`config.mk`:
```
export PLATFORM = sky130hd
export DESIGN_NAME = intrapred_mb_scheduler_flat
export DESIGN_NICKNAME = d
export VERILOG_FILES = /design/src/rtl/intrapred_mb_scheduler_if.sv /design/src/rtl/intrapred_mb_scheduler.sv /design/src/flat_wrapper.sv
export SDC_FILE = /design/constraint.sdc
export NUM_CORES = 1
export LEC_CHECK = 0
export ABC_CLOCK_PERIOD_IN_PS = 8500
export BUFFER_PORTS_ARGS = -buffer_cell sky130_fd_sc_hd__clkbuf_2
export CORE_MARGIN = 2
export CORE_UTILIZATION = 63
export DETAILED_ROUTE_END_ITERATION = 16
export PLACE_DENSITY_LB_ADDON = 0.08
export SLEW_MARGIN = 0
export SYNTH_ARGS = -nofsm -noshare
export SYNTH_HDL_FRONTEND = slang
export SYNTH_SLANG_ARGS = --single-unit
```
`constraint.sdc`:
```
create_clock -name clk -period 8.5 [get_ports clk]
set_clock_uncertainty 0.1 [all_clocks]
set_input_delay 0.425 -clock clk [delete_from_list [all_inputs] [get_ports clk]]
set_output_delay 0.425 -clock clk [all_outputs]
set_load 0.005 [all_outputs]
```
`src/rtl/intrapred_mb_scheduler_if.sv`:
```
// Handshake bundle between the intra-prediction MB scheduler and its host/pipeline.
interface intrapred_mb_scheduler_if #(
    parameter int MB_NUMBER_BITS = 12,
    parameter int PIPE_DEPTH     = 5
);
    logic                      start;
    logic                      abort;
    logic                      res_ready;
    logic [PIPE_DEPTH-1:0]     stage_en;
    logic [MB_NUMBER_BITS-1:0] mbnumber;
    logic                      res_valid;
    logic [MB_NUMBER_BITS-1:0] res_mbnumber;
    logic                      pipeline_full;
    logic                      busy;
    logic                      done;

    modport master (
        output start, abort, res_ready,
        input  stage_en, mbnumber, res_valid, res_mbnumber, pipeline_full, busy, done
    );

    modport slave (
        input  start, abort, res_ready,
        output stage_en, mbnumber, res_valid, res_mbnumber, pipeline_full, busy, done
    );
endinterface

```
`src/rtl/intrapred_mb_scheduler.sv`:
```
// Issues macroblock numbers into the intra-prediction pipeline, tags every stage,
// stalls the whole pipe on result back-pressure and drains at frame end.
module intrapred_mb_scheduler #(
    parameter int MB_NUMBER_BITS = 12,
    parameter int FRAME_MBS      = 99,
    parameter int PIPE_DEPTH     = 5
) (
    input  logic                    clk,
    input  logic                    reset,
    intrapred_mb_scheduler_if.slave bus
);

    // state | meaning
    // IDLE  | no frame in flight; start issues MB 0
    // RUN   | one MB issued per advancing cycle
    // DRAIN | all MBs issued; bubbles shift in until the last result is accepted
    typedef enum logic [1:0] {S_IDLE, S_RUN, S_DRAIN} state_t;

    // extra bit lets the count reach FRAME_MBS = 2^MB_NUMBER_BITS without wrapping
    localparam int CNT_BITS = MB_NUMBER_BITS + 1;
    localparam logic [CNT_BITS-1:0] FRAME_CNT = CNT_BITS'(FRAME_MBS);

    state_t                    state, state_nxt;
    logic [CNT_BITS-1:0]       issue_cnt;
    logic [PIPE_DEPTH-1:0]     valid_sr;
    logic [MB_NUMBER_BITS-1:0] tag [PIPE_DEPTH];
    logic [MB_NUMBER_BITS-1:0] mbnumber_q;

    logic busy, adv, accept, last_out;
    logic do_shift, do_issue, do_clear, done_evt;

    assign busy     = (state == S_RUN) || (state == S_DRAIN);
    assign adv      = ~(valid_sr[PIPE_DEPTH-1] & ~bus.res_ready);
    assign accept   = valid_sr[PIPE_DEPTH-1] & bus.res_ready;
    assign last_out = accept && (valid_sr[PIPE_DEPTH-2:0] == '0);

    always_ff @(posedge clk) begin
        if (reset) begin
            state <= S_IDLE;
        end else begin
            state <= state_nxt;
        end
    end

    always_comb begin
        state_nxt = state;
        do_shift  = 1'b0;
        do_issue  = 1'b0;
        do_clear  = 1'b0;
        done_evt  = 1'b0;
        if (bus.abort) begin
            state_nxt = S_IDLE;
            do_clear  = 1'b1;
        end else begin
            case (state)
                S_IDLE: begin
                    if (bus.start) begin
                        state_nxt = S_RUN;
                        do_shift  = 1'b1;
                        do_issue  = 1'b1;
                    end
                end
                S_RUN: begin
                    if (adv) begin
                        do_shift = 1'b1;
                        if (issue_cnt == FRAME_CNT) begin
                            state_nxt = S_DRAIN;
                        end else begin
                            do_issue = 1'b1;
                        end
                    end
                end
                S_DRAIN: begin
                    if (adv) begin
                        if (last_out) begin
                            state_nxt = S_IDLE;
                            do_clear  = 1'b1;
                            done_evt  = 1'b1;
                        end else begin
                            do_shift = 1'b1;
                        end
                    end
                end
                default: begin
                    state_nxt = S_IDLE;
                    do_clear  = 1'b1;
                end
            endcase
        end
    end

    always_ff @(posedge clk) begin
        if (reset || do_clear) begin
            valid_sr   <= '0;
            issue_cnt  <= '0;
            mbnumber_q <= '0;
            for (int k = 0; k < PIPE_DEPTH; k++) begin
                tag[k] <= '0;
            end
        end else if (do_shift) begin
            valid_sr <= {valid_sr[PIPE_DEPTH-2:0], do_issue};
            for (int k = 1; k < PIPE_DEPTH; k++) begin
                tag[k] <= tag[k-1];
            end
            tag[0] <= do_issue ? issue_cnt[MB_NUMBER_BITS-1:0] : '0;
            if (do_issue) begin
                mbnumber_q <= issue_cnt[MB_NUMBER_BITS-1:0];
                issue_cnt  <= issue_cnt + CNT_BITS'(1);
            end
        end
    end

    assign bus.stage_en      = {PIPE_DEPTH{adv & busy}} & valid_sr;
    assign bus.mbnumber      = mbnumber_q;
    assign bus.res_valid     = valid_sr[PIPE_DEPTH-1];
    assign bus.res_mbnumber  = tag[PIPE_DEPTH-1];
    assign bus.pipeline_full = &valid_sr;
    assign bus.busy          = busy;
    // a reset landing on the final accept must not report a completed frame
    assign bus.done          = done_evt & ~reset;

endmodule

```
`src/flat_wrapper.sv`:
```
// flat-port wrapper written by rule: the top's interface ports become plain ports
module intrapred_mb_scheduler_flat 
#(
    parameter int MB_NUMBER_BITS = 12,
    parameter int FRAME_MBS      = 99,
    parameter int PIPE_DEPTH     = 5
)
  (clk, reset, bus_start, bus_abort, bus_res_ready, bus_stage_en, bus_mbnumber, bus_res_valid, bus_res_mbnumber, bus_pipeline_full, bus_busy, bus_done);
  intrapred_mb_scheduler_if #(.MB_NUMBER_BITS(MB_NUMBER_BITS), .PIPE_DEPTH(PIPE_DEPTH)) bus_i ();
  input  logic clk;
  input  logic reset;
  input wire logic [$bits(bus_i.start)-1:0] bus_start;
  input wire logic [$bits(bus_i.abort)-1:0] bus_abort;
  input wire logic [$bits(bus_i.res_ready)-1:0] bus_res_ready;
  output wire logic [$bits(bus_i.stage_en)-1:0] bus_stage_en;
  output wire logic [$bits(bus_i.mbnumber)-1:0] bus_mbnumber;
  output wire logic [$bits(bus_i.res_valid)-1:0] bus_res_valid;
  output wire logic [$bits(bus_i.res_mbnumber)-1:0] bus_res_mbnumber;
  output wire logic [$bits(bus_i.pipeline_full)-1:0] bus_pipeline_full;
  output wire logic [$bits(bus_i.busy)-1:0] bus_busy;
  output wire logic [$bits(bus_i.done)-1:0] bus_done;
  assign bus_i.start = bus_start;
  assign bus_i.abort = bus_abort;
  assign bus_i.res_ready = bus_res_ready;
  assign bus_stage_en = bus_i.stage_en;
  assign bus_mbnumber = bus_i.mbnumber;
  assign bus_res_valid = bus_i.res_valid;
  assign bus_res_mbnumber = bus_i.res_mbnumber;
  assign bus_pipeline_full = bus_i.pipeline_full;
  assign bus_busy = bus_i.busy;
  assign bus_done = bus_i.done;
  intrapred_mb_scheduler #(.MB_NUMBER_BITS(MB_NUMBER_BITS), .FRAME_MBS(FRAME_MBS), .PIPE_DEPTH(PIPE_DEPTH)) u_core (.clk(clk), .reset(reset), .bus(bus_i));
endmodule
```
* Word-level counts from Yosys, hierarchy flattened
Memories as Yosys holds them, arrays and structs flattened.
Cells that the tools add are included.
** Storage, ports and cells
- Flip-flop bits (word level) :: 32
- Memories :: 1
- Logic and storage cells :: 70
- Memory bits (writable) :: 60
- Bits of input ports :: 5
- Output and inout port bits :: 33
** Memory list
- u_core.tag :: words 5, bits a word 12, read ports 5, clocked after memory_dff 0, write ports 5, RTL line intrapred_mb_scheduler.sv:26 : logic [MB_NUMBER_BITS-1:0] tag [PIPE_DEPTH];
** Operators by class
- Equality and inequality tests :: 8
- Add/sub/neg operators :: 1
- Multiplexer cells :: 33
- Reduce and logical (&&, ||, !) cells :: 10
- Bitwise logic cells :: 13
** Operators with widths (count)
- 12-bit 2-to-1 mux :: 6
- 1-bit 2-to-1 mux :: 18
- 13-bit by 1-bit adder with 13-bit output, second input constant :: 1
- 13-bit by 7-bit == test with 1-bit output, second input constant :: 1
- 2-bit 2-to-1 mux :: 5
- 5-bit AND reduction :: 2
- 2-bit != test, second input constant :: 4
- 2-bit one-hot mux with 3 select lines :: 1
- 5-bit bitwise AND :: 1
- 1-bit bitwise OR :: 5
- 1-bit bitwise AND :: 4
- 4-bit logical NOT :: 1
- 1-bit one-hot mux with 2 select lines :: 2
- 2-bit OR reduction :: 2
- 1-bit inverter :: 3
- 1-bit one-hot mux with 3 select lines :: 1
- 2-bit by 1-bit == test with 1-bit output, second input constant :: 1
- 2-bit == test, second input constant :: 1
- 2-bit logical NOT :: 1
- 1-bit logical OR :: 2
- 2-bit by 1-bit != test with 1-bit output, second input constant :: 1
- 2-bit AND reduction :: 1
- 1-bit logical AND :: 1

* Depth between registers and ports, before layout
Gate-level depths: netlist of the first run.
- Depth in word-level cells :: 10
- Depth in mapped cells :: 10
- Depth with buffers taken out :: 7

* Least setup slack after synthesis of the first run
OpenSTA, ideal clock, no wires.
- Kind :: register to register
- Start point :: reg u_core.state[1]
- End point :: mem u_core.tag[0][0], enable pin
- Setup time :: 0.661 ns
- Data required time :: 7.739 ns
- Slack :: 5.183 ns
- Cell stages (with the launch flop) :: 8
- Data arrival time :: 2.556 ns
- Cells stage by stage :: dfxtp_1 inv_1 ha_1 nor3_1 a41o_1 nor3_1 clkbuf_1 nand2_1
** RTL lines
- start, declared :: RTL line intrapred_mb_scheduler.sv:23 : state_t state, state_nxt;
- start signal, assigned :: RTL line intrapred_mb_scheduler.sv:41 : state <= state_nxt;
- end, declared :: RTL line intrapred_mb_scheduler.sv:26

==> results of run 1 <==
==> critical path: stages (launching register included) <==
cell and delay, ps:
dfxtp_1 350, inv_1 110, ha_1 210, and4bb_1 270
a31o_1 510, nand2_2 400, nor2_1 500, and2_1 200
==> Yosys cell counts (6+ instances only) <==
master	count	area, um^2
and3_1	7	43.8
nand2_1	28	105
edfxtp_1	60	1800
dfxtp_1	32	641
clkbuf_1	8	30.0
a21oi_1	15	75.1
nor2_1	16	60.1
and2_1	61	382
ha_1	6	75.1
buf_4	16	120
nand3_1	25	125
==> flip-flops by register name (all words and copies together) (netlist names) <==
signal / cells
u_core.tag: 60
u_core.state: 2
u_core.issue_cnt: 13
u_core.valid_sr: 5
u_core.bus.mbnumber: 12
==> cells by family (layout without fill, tap and decap cells) <==
logic type / after synthesis / after routing
simple gates: 163 / 163
flops: 92 / 92
compound gates: 34 / 34
buf+inv: 33 / 61
fa+ha+maj: 6 / 6
xor+xnor: 6 / 6
mux: 2 / 2
==> final cells by class <==
class                           instances  area [um^2]  share of cell area [%]
Sequential cell                        92         2440                    57.7
Clock buffer                            9          124                    2.93
Inverter                                4         15.0                   0.355
Timing Repair Buffer                   41          215                    5.09
Multi-Input combinational cell        211         1270                    30.0
Clock inverter                          7         72.6                    1.72
Tap cell                               75         93.8                    2.22
==> path summary, 6_finish.rpt <==
check,from,endpoint,slack [ps],cells past startpoint
worst min-delay path,reset,u_core.state[0],180,2
worst min register to register,u_core.bus.mbnumber[9],u_core.bus.mbnumber[9],360,2
worst max register to register,u_core.state[0],u_core.tag[0][3],5730,7
worst max-delay path,u_core.state[0],u_core.tag[0][3],5730,7
==> per-stage QoR <==
stage	total power, W	instance area, um^2	setup WS (ps)
final	0.000820	4230	5730
after global routing	0.000851	4230	5420
after CTS	0.000827	4230	5710
after detailed placement	0.000543	4030	5750
after global placement	0.000542	4030	5840
after floorplan	0.000537	3900	5180
==> per-layer routing <==
metal | track usage, % | part of all wire, % | up-vias | routed length [um]
li1 | - | - | 1218 | -
met1 | 25.0 | 45 | 1137 | 2740
met2 | 32.3 | 50 | 45 | 3000
met3 | 4.89 | 4.1 | 6 | 249
met4 | 7.05 | 0.68 | 0 | 41
met5 | 0 | 0 | - | 0
==> power by group through the flow <==
stage / sequential, W / clock, W / combinational [W]
after CTS: 0.000497 / 0.000295 / 0.0000357
after global placement: 0.000507 / 0 / 0.0000350
after floorplan: 0.000507 / 0 / 0.0000305
after detailed placement: 0.000508 / 0 / 0.0000354
after global routing: 0.000499 / 0.000312 / 0.0000397
final: 0.000497 / 0.000288 / 0.0000354
==> impl_metrics.yaml, run 1 <==
yosys:
  synthFlopType: "edfxtp_1"
  synth_top_family_by_area: "simple AND/OR/NAND/NOR gates"
  parity_gate_share_of_the_synthesized_area_counting_xor_and_xnor_cells_pct: 1.35
  synth.cell_area_mm2: 0.00390
  synth-edff-count: 60
  post_synth_and_or_nand_nor_area_fraction_pct: 23.3
  adder_and_majority_gate_portion_of_the_synthesized_area_pct: 1.92
  seq_area_frac_synth_pct: 62.6
  number_of_flip_flops_and_latches_in_the_synthesized_netlist: 92
  netlist_instances: 336
  synth_compound_area_share_pct: 5.33
  synthDistinctLibCells: 43
  yosys_warnings: 0
  async_reset_ff_share_pct: 0
  syn-mean-instance-area_um2: 11.6
  post_synth_mux_area_share_pct: 0.513
  synthesis.nets: 347
die:
  io-pin-count: 38
  chipHeight_um: 82.7
  design.die.area_mm2: 0.00684
  die_width_um: 82.7
  initial_cell_density_of_the_core_pct: 65.5
  core-area_mm2: 0.00596
  placementRows: 28
pwr:
  power.ir.vdd_worst_mv: 0.116
  total_switching_power_w: 0.000180
  power.density_mw_per_mm2: 194
  power.share.sequential_pct: 60.6
  clock_share_of_power_pct: 35.1
  power.share.combinational_pct: 4.3
  internal_power_w: 0.000640
  leakagePower_nw: 1.69
  power.share.switching_pct: 22.0
cts:
  cts_htree_levels: 3
  ctsLongestPathBuffers: 2
  holdBufCountCts: 0
  clk_pin_slew_ps: 90
  cts_buffers: 9
  cts_tree: "done"
  numClockSinks: 92
  clkLatencyLatePin_ps: 350
  root_buffer: "clkbuf_8"
  post-cts-setup-buffer-count: 0
  cts_resized: 0
outcome:
  status: "finished clean"
finish:
  syn2layout_area_growth_pct: 8.47
  drive_above_1_share_pct: 17.0
  layout_commonest_cell: "and2_1"
  mostFrequentLayoutCells: "61 x and2_1, 60 x edfxtp_1, 37 x clkbuf_2"
  fillers: 436
  finish.utilization_pct: 71.0
  finish.net_count: 370
  diode_count: 0
  post_layout_nonfiller_instances: 439
critical_path:
  cp-start-kind: "register"
  cp_data_arrival_time_ps: 2900
  critical_path_required_ps: 8630
  timing_worst_setup_path_type: "reg -> reg"
  critical_path_peak_fanout: 22
  critical_path_end_type: "register"
placement:
  dpl.cell_count: 423
  place.gp.congestion: 0.876
  place.detailed.hpwl_um: 3960
  portBuffers: 37
drt:
  drt_first_pass_iters: 4
  remaining_drc_errors: 0
  initial_drc_count: 172
  drt-total-wl_um: 6030
  drtAntennaViolNets: 0
  vias_per_cell: 5.48
  dr_total_vias: 2406
  detail_route.wl_per_cell_um: 13.7
worst_hold_path:
  worstHoldPathType: "in -> reg"
timing:
  worstMarginPinSlew_ps: 842
  number_of_max_slew_violations_in_the_final_report: 0
  fin_hold_ws_ps: 177
  final_period_minus_worst_setup_slack_ps: 2770
  sum_of_negative_setup_slack_ps: 0
  rsz0062_at_grt: "false"
  setup_viol: 0
  period_share_pct: 32.6
  timing.final.hold_violations: 0
  worst_slew_margin_rel_pct: 43.5
  max_freq_mhz: 361
job:
  drv_cap: 0
global_route:
  first_pass_grt_wire_length_um: 9920
  via_count_of_the_first_global_routing_pass: 2169
  overflow: 0
  initial_antenna_violation_count: 0
  global_route.usage.total_pct: 19.6
  grt_max_degree: 61
(Power assumes the default switching activity.)
==> run 2: changes to the inputs <==
--- a/config.mk
+++ b/config.mk
@@ -5,10 +5,11 @@
 export SDC_FILE = /design/constraint.sdc
 export NUM_CORES = 1
 export LEC_CHECK = 0
-export ABC_CLOCK_PERIOD_IN_PS = 8500
+export ABC_AREA = 1
+export ABC_CLOCK_PERIOD_IN_PS = 2400
 export BUFFER_PORTS_ARGS = -buffer_cell sky130_fd_sc_hd__clkbuf_2
 export CORE_MARGIN = 2
-export CORE_UTILIZATION = 63
+export CORE_UTILIZATION = 53
 export DETAILED_ROUTE_END_ITERATION = 16
 export PLACE_DENSITY_LB_ADDON = 0.08
 export SLEW_MARGIN = 0
==> constraint.sdc (replaced) <==
create_clock -name clk -period 2.4 [get_ports clk]
set_clock_uncertainty 0.1 [all_clocks]
set_input_delay 0.12 -clock clk [delete_from_list [all_inputs] [get_ports clk]]
set_output_delay 0.12 -clock clk [all_outputs]
set_load 0.005 [all_outputs]
==> run 2 against run 1 <==
Effect of this change:
- critical path type unchanged
- combinational power rose to 5.1 times the previous value
- maximum frequency rose by 32%
- global-route usage fell by 2.7 points
- utilization fell by 9.8 points
- non-clock buffer count rose by 5
- design area rose by 5.5%
- first-iteration DRC count fell by 24%
- register-to-register slack got worse by 5400 ps
==> impl_metrics.yaml, run 2 <==
drt:
  dr_total_vias: 2646
  initial_drc_count: 130
  detail_route.wl_per_cell_um: 11.1
  vias_per_cell: 4.62
  drt-total-wl_um: 6370
  remaining_drc_errors: 0
  drtAntennaViolNets: 0
  drt_first_pass_iters: 4
timing:
  timing.final.hold_violations: 0
  rsz0062_at_grt: "false"
  worst_slew_margin_rel_pct: 66.2
  number_of_max_slew_violations_in_the_final_report: 0
  sum_of_negative_setup_slack_ps: 0
  worstMarginPinSlew_ps: 506
  period_share_pct: 87.6
  final_period_minus_worst_setup_slack_ps: 2100
  fin_ws_ps: 297
  setup_viol: 0
  max_freq_mhz: 475
  fin_hold_ws_ps: 22.6
die:
  initial_cell_density_of_the_core_pct: 55.1
  design.die.area_mm2: 0.00830
  chipHeight_um: 91.1
  die_width_um: 91.1
  placementRows: 31
  io-pin-count: 38
  core-area_mm2: 0.00729
critical_path:
  cp-start-kind: "register"
  reg2reg_depth: 10
  r2r-start: "u_core.state[1]"
  register_to_register_path_setup_slack_ps: 300
  timing_worst_setup_path_type: "reg -> reg"
  critical_path_end_type: "register"
  cp_data_arrival_time_ps: 2260
  critical_path_required_ps: 2560
  worstReg2RegEnd: "u_core.issue_cnt[10]"
  critical_path_peak_fanout: 13
yosys:
  synthDistinctLibCells: 21
  number_of_flip_flops_and_latches_in_the_synthesized_netlist: 92
  adder_and_majority_gate_portion_of_the_synthesized_area_pct: 1.87
  synthesis.nets: 447
  netlist_instances: 436
  yosys_warnings: 0
  async_reset_ff_share_pct: 0
  synth.cell_area_mm2: 0.00402
  synthFlopType: "edfxtp_1"
  synth_top_family_by_area: "simple AND/OR/NAND/NOR gates"
  parity_gate_share_of_the_synthesized_area_counting_xor_and_xnor_cells_pct: 2.18
  post_synth_mux_area_share_pct: 0
  syn-mean-instance-area_um2: 9.22
  netlist.top_cell.by_area: "edfxtp_1"
  post_synth_and_or_nand_nor_area_fraction_pct: 18.3
  seq_area_frac_synth_pct: 60.8
  synth-edff-count: 60
  synth_top_area_cells: "edfxtp_1 45%, dfxtp_1 16%, inv_1 8.6%"
  yosys.cell_count.top_type: "inv_1"
  yosys-top-cells-count: "92 x inv_1, 80 x nor2_1, 66 x nand2_1"
  synth_compound_area_share_pct: 4.39
  area_fraction_of_the_dominant_cell_type_after_synthesis_pct: 44.8
placement:
  place.gp.congestion: 0.854
  portBuffers: 37
  place_worst_setup_slack_ps: 296
  place.detailed.hpwl_um: 4260
cts:
  holdBufCountCts: 1
  post-cts-setup-buffer-count: 0
  cts_tree: "done"
  numClockSinks: 92
  cts_resized: 0
  cts_htree_levels: 3
  cts_buffers: 9
  clk_pin_slew_ps: 100
  ctsLongestPathBuffers: 2
  clkLatencyLatePin_ps: 360
  root_buffer: "clkbuf_8"
global_route:
  grt_max_degree: 66
  initial_antenna_violation_count: 0
  first_pass_grt_wire_length_um: 11100
  global_route.usage.total_pct: 16.8
  via_count_of_the_first_global_routing_pass: 2494
  overflow: 0
outcome:
  status: "finished clean"
finish:
  drive_above_1_share_pct: 14.6
  diode_count: 0
  finish.net_count: 480
  layout_commonest_cell: "inv_1"
  mostFrequentLayoutCells: "92 x inv_1, 80 x nor2_1, 65 x nand2_1"
  registers.top_by_ff_count: "u_core.tag"
  syn2layout_area_growth_pct: 11.0
  largest_reg_flops: 60
  finish.utilization_pct: 61.2
pwr:
  power.density_mw_per_mm2: 680
  post-layout-total-power_w: 0.00304
  leakagePower_nw: 1.91
  power.ir.vdd_worst_mv: 0.283
worst_hold_path:
  worst_hold_startpoint: "bus_abort"
  worstHoldPathType: "in -> reg"
  min_to: "u_core.state[0]"
  timing.hold.worst_path_depth: 3
job:
  drv_cap: 0
run 2: stage by stage:
stage	std cells	cell area [um^2]
after floorplan	436	4020
after global placement	556	4250
after detailed placement	556	4250
after CTS	573	4460
after global routing	573	4460
final	573	4460
run 2: area by class of cell:
class                      instances  area [um^2]
timing repair buffer              46          268
sequential                        92         2440
clock inverter                     7         82.6
multi-input combinational        228         1080
tap                               99          124
clock buffer                       9          124
inverter                          92          345
fill                             625         2830
run 2: where the power goes:
part,switching (W),leakage [nW],internal (W)
Combinational,0.000120,0.856,0.0000601
Clock,0.000582,0.104,0.000502
Sequential,0.0000212,0.947,0.00175
run 2: critical path, stage by stage (launching register included):
cell and delay, ps:
dfxtp_1 350, inv_1 110, ha_1 280, nand2_1 80
nand3_1 90, nand2_2 110, nor2_1 430, buf_4 280
nand2_1 60, nand2_1 60, nor2_1 30
run 2: worst max-delay path by stage:
stage,from,end,cells past startpoint
after floorplan,u_core.state[1],u_core.tag[0][0],5
after global placement,u_core.state[1],u_core.issue_cnt[10],10
after detailed placement,u_core.state[1],u_core.issue_cnt[10],10
after CTS,u_core.state[1],u_core.issue_cnt[10],10
after global routing,u_core.state[1],u_core.issue_cnt[12],10
final,u_core.state[1],u_core.issue_cnt[10],10
run 2: metal layers:
layer  vias up  part of all wire (%)  GRT usage, %  routed length [um]
met2        38                    47          27.5                3000
met1      1188                    47          21.5                3030
li1       1407                     -             -                   -
met4         0                   2.5          8.96                 157
met3        13                   2.9          2.82                 182
met5         -                     0             0                   0
run 2: cells by family after synthesis:
kind of cell               count (synthesis)
AOI/OAI and AO/OA                         33
xor gates and xnor gates                  10
adders and majority gates                  6
buffers and inverters                    116
DFF                                       92
and+or+nand+nor                          179
==> run 3: changes to the inputs <==
--- a/config.mk
+++ b/config.mk
@@ -8,10 +8,10 @@
 export ABC_AREA = 1
 export ABC_CLOCK_PERIOD_IN_PS = 2400
 export BUFFER_PORTS_ARGS = -buffer_cell sky130_fd_sc_hd__clkbuf_2
-export CORE_MARGIN = 2
 export CORE_UTILIZATION = 53
 export DETAILED_ROUTE_END_ITERATION = 16
 export PLACE_DENSITY_LB_ADDON = 0.08
+export REMOVE_ABC_BUFFERS = 1
 export SLEW_MARGIN = 0
 export SYNTH_ARGS = -nofsm -noshare
 export SYNTH_HDL_FRONTEND = slang
==> constraint.sdc (replaced) <==
create_clock -name clk -period 2.4 [get_ports clk]
set_clock_uncertainty 0.1 [all_clocks]
set_input_delay 0.12 -clock clk [delete_from_list [all_inputs] [get_ports clk]]
set_output_delay 0.12 -clock clk [all_outputs]
set_load 0.02 [all_outputs]
==> run 3 against run 2 <==
Effect of this change:
- maximum frequency fell by 0.43%
- combinational power increased by 16%
- global-route usage grew 0.77 points
- clock power fell by 9%
- sequential share of layout area down 0.58 points
- wire length shrank 0.27%
- critical path depth is 3 lower
- power is 2.3% lower
- count of clock-buffer cells in the layout stayed put
- setup slack lost 9.1 ps
- die area fell by 4.3%
- non-clock buffer count is 5 higher
- highest routed layer unchanged
==> impl_metrics.yaml, run 3 (synthesis gave the netlist of run 2 again) <==
finish:
  diode_count: 0
  registers.top_by_ff_count: "u_core.tag"
  finish.net_count: 485
  mostFrequentLayoutCells: "92 x inv_1, 80 x nor2_1, 65 x nand2_1"
  layout_commonest_cell: "inv_1"
  largest_reg_flops: 60
  syn2layout_area_growth_pct: 12.2
  finish.utilization_pct: 61.9
  drive_above_1_share_pct: 15.0
pwr:
  power.share.sequential_pct: 59.7
  power.share.switching_pct: 25.2
  post-layout-total-power_w: 0.00297
  total_switching_power_w: 0.000748
  power.share.combinational_pct: 7.0
  power.ir.vdd_worst_mv: 0.316
  clock_share_of_power_pct: 33.3
  leakagePower_nw: 1.92
  power.density_mw_per_mm2: 658
  internal_power_w: 0.00222
worst_hold_path:
  worstHoldPathType: "in -> reg"
  min_to: "u_core.issue_cnt[0]"
  timing.hold.worst_path_depth: 5
  worst_hold_startpoint: "bus_start"
drt:
  drt-total-wl_um: 6350
  drt_first_pass_iters: 4
  dr_total_vias: 2701
  drtAntennaViolNets: 0
  detail_route.wl_per_cell_um: 11.0
  initial_drc_count: 118
  remaining_drc_errors: 0
  vias_per_cell: 4.67
cts:
  cts_tree: "done"
  numClockSinks: 92
  clk_pin_slew_ps: 100
  root_buffer: "clkbuf_8"
  cts_buffers: 9
  cts_htree_levels: 3
  post-cts-setup-buffer-count: 0
  ctsLongestPathBuffers: 2
  clkLatencyLatePin_ps: 350
critical_path:
  critical_path_peak_fanout: 32
  timing_worst_setup_path_type: "reg -> reg"
  path_delay_family: "simple AND/OR/NAND/NOR gates"
  path_common_cell: "inv_1"
  register_to_register_path_setup_slack_ps: 290
  critical_path_end_type: "register"
  cp_cell_sequence: "inv_1 > ha_1 > inv_1 > nor2_1 > nor3_4 > nand2_2 > buf_12"
  worst_path_max_delay_cell: "dfxtp_1"
  critical_path_required_ps: 2410
  critPathMaxStageDelay_ps: 400
  worstPathBufferInverterCount: 3
  reg2reg_depth: 7
  worstReg2RegEnd: "u_core.tag[0][42]"
  cp_data_arrival_time_ps: 2120
  r2r-start: "u_core.state[0]"
  cp-start-kind: "register"
die:
  placementRows: 31
  design.die.area_mm2: 0.00794
  io-pin-count: 38
  chipHeight_um: 89.1
  initial_cell_density_of_the_core_pct: 55.1
  core-area_mm2: 0.00729
  die_width_um: 89.1
outcome:
  status: "finished clean"
timing:
  period_share_pct: 88.0
  number_of_max_slew_violations_in_the_final_report: 0
  setup_viol: 0
  worst_slew_margin_rel_pct: 72.2
  worstMarginPinSlew_ps: 416
  rsz0062_at_grt: "false"
  max_freq_mhz: 473
  final_period_minus_worst_setup_slack_ps: 2110
  timing.final.hold_violations: 0
placement:
  place.gp.congestion: 0.860
  portBuffers: 37
  place.detailed.hpwl_um: 4300
global_route:
  via_count_of_the_first_global_routing_pass: 2325
  global_route.usage.total_pct: 17.6
  initial_antenna_violation_count: 0
  first_pass_grt_wire_length_um: 10500
  overflow: 0
  grt_max_degree: 40
job:
  drv_cap: 0
[run 3: final cells by class]
| cell class | count | area [um^2] |
|---|---|---|
| inverters | 92 | 345 |
| clock buffers | 9 | 124 |
| well taps | 99 | 124 |
| multi-input cells | 228 | 1080 |
| repair buffers | 51 | 323 |
| clock inverters | 7 | 70.1 |
| flip-flops and latches | 92 | 2440 |
| fillers | 650 | 2780 |
[run 3: repair_timing]
item | in CTS | in global routing
endpoints found under the hold margin | 2 | 0
setup endpoints to repair | 0 | 7
resized for setup | 0 | 1
hold buffers | 3 | 0
[run 3: worst max-delay path by stage]
stage                     from  slack, ps           endpoint  depth (start not counted)
6_report       u_core.state[0]        290  u_core.tag[0][42]                          7
5_1_grt        u_core.state[0]        110   u_core.tag[0][5]                          9
4_1_cts        u_core.state[0]        190   u_core.tag[0][2]                          9
3_5_place_dp   u_core.state[0]        220   u_core.tag[0][2]                          9
3_3_place_gp   u_core.state[0]        320  u_core.tag[0][11]                          9
2_1_floorplan  u_core.state[0]       -940   u_core.tag[0][0]                          6
[run 3: worst min-delay path: stages]
cell and delay (ps):
clkbuf_2 90, nand2_1 100, a21oi_1 70, nand3_1 80, a21oi_1 70
[run 3: power groups by stage]
| stage | clock network (W) | logic [W] | registers, W |
|---|---|---|---|
| global placement | 0 | 0.000202 | 0.00181 |
| finish | 0.000987 | 0.000208 | 0.00177 |
| CTS | 0.00101 | 0.000210 | 0.00177 |
| floorplan | 0 | 0.000116 | 0.00183 |
| detailed placement | 0 | 0.000205 | 0.00181 |
| global route | 0.00108 | 0.000236 | 0.00178 |
[run 3: through the flow]
step	setup TNS [ps]	cells	area [um^2]	hold WS, ps	worst slack [ps]
floorplan	-66660	412	3860	220	-944
global placement	0	559	4280	328	317
detailed placement	0	559	4280	332	219
CTS	0	578	4510	122	188
global route	0	578	4510	170	114
finish	0	578	4510	131	288
[run 3: metal layers]
layer,up-vias,GRT usage [%],wire length (um)
met5,-,0,0
met4,0,7.79,112
met3,8,3.14,168
met2,45,28.9,3100
met1,1238,23.0,2970
li1,1410,-,-
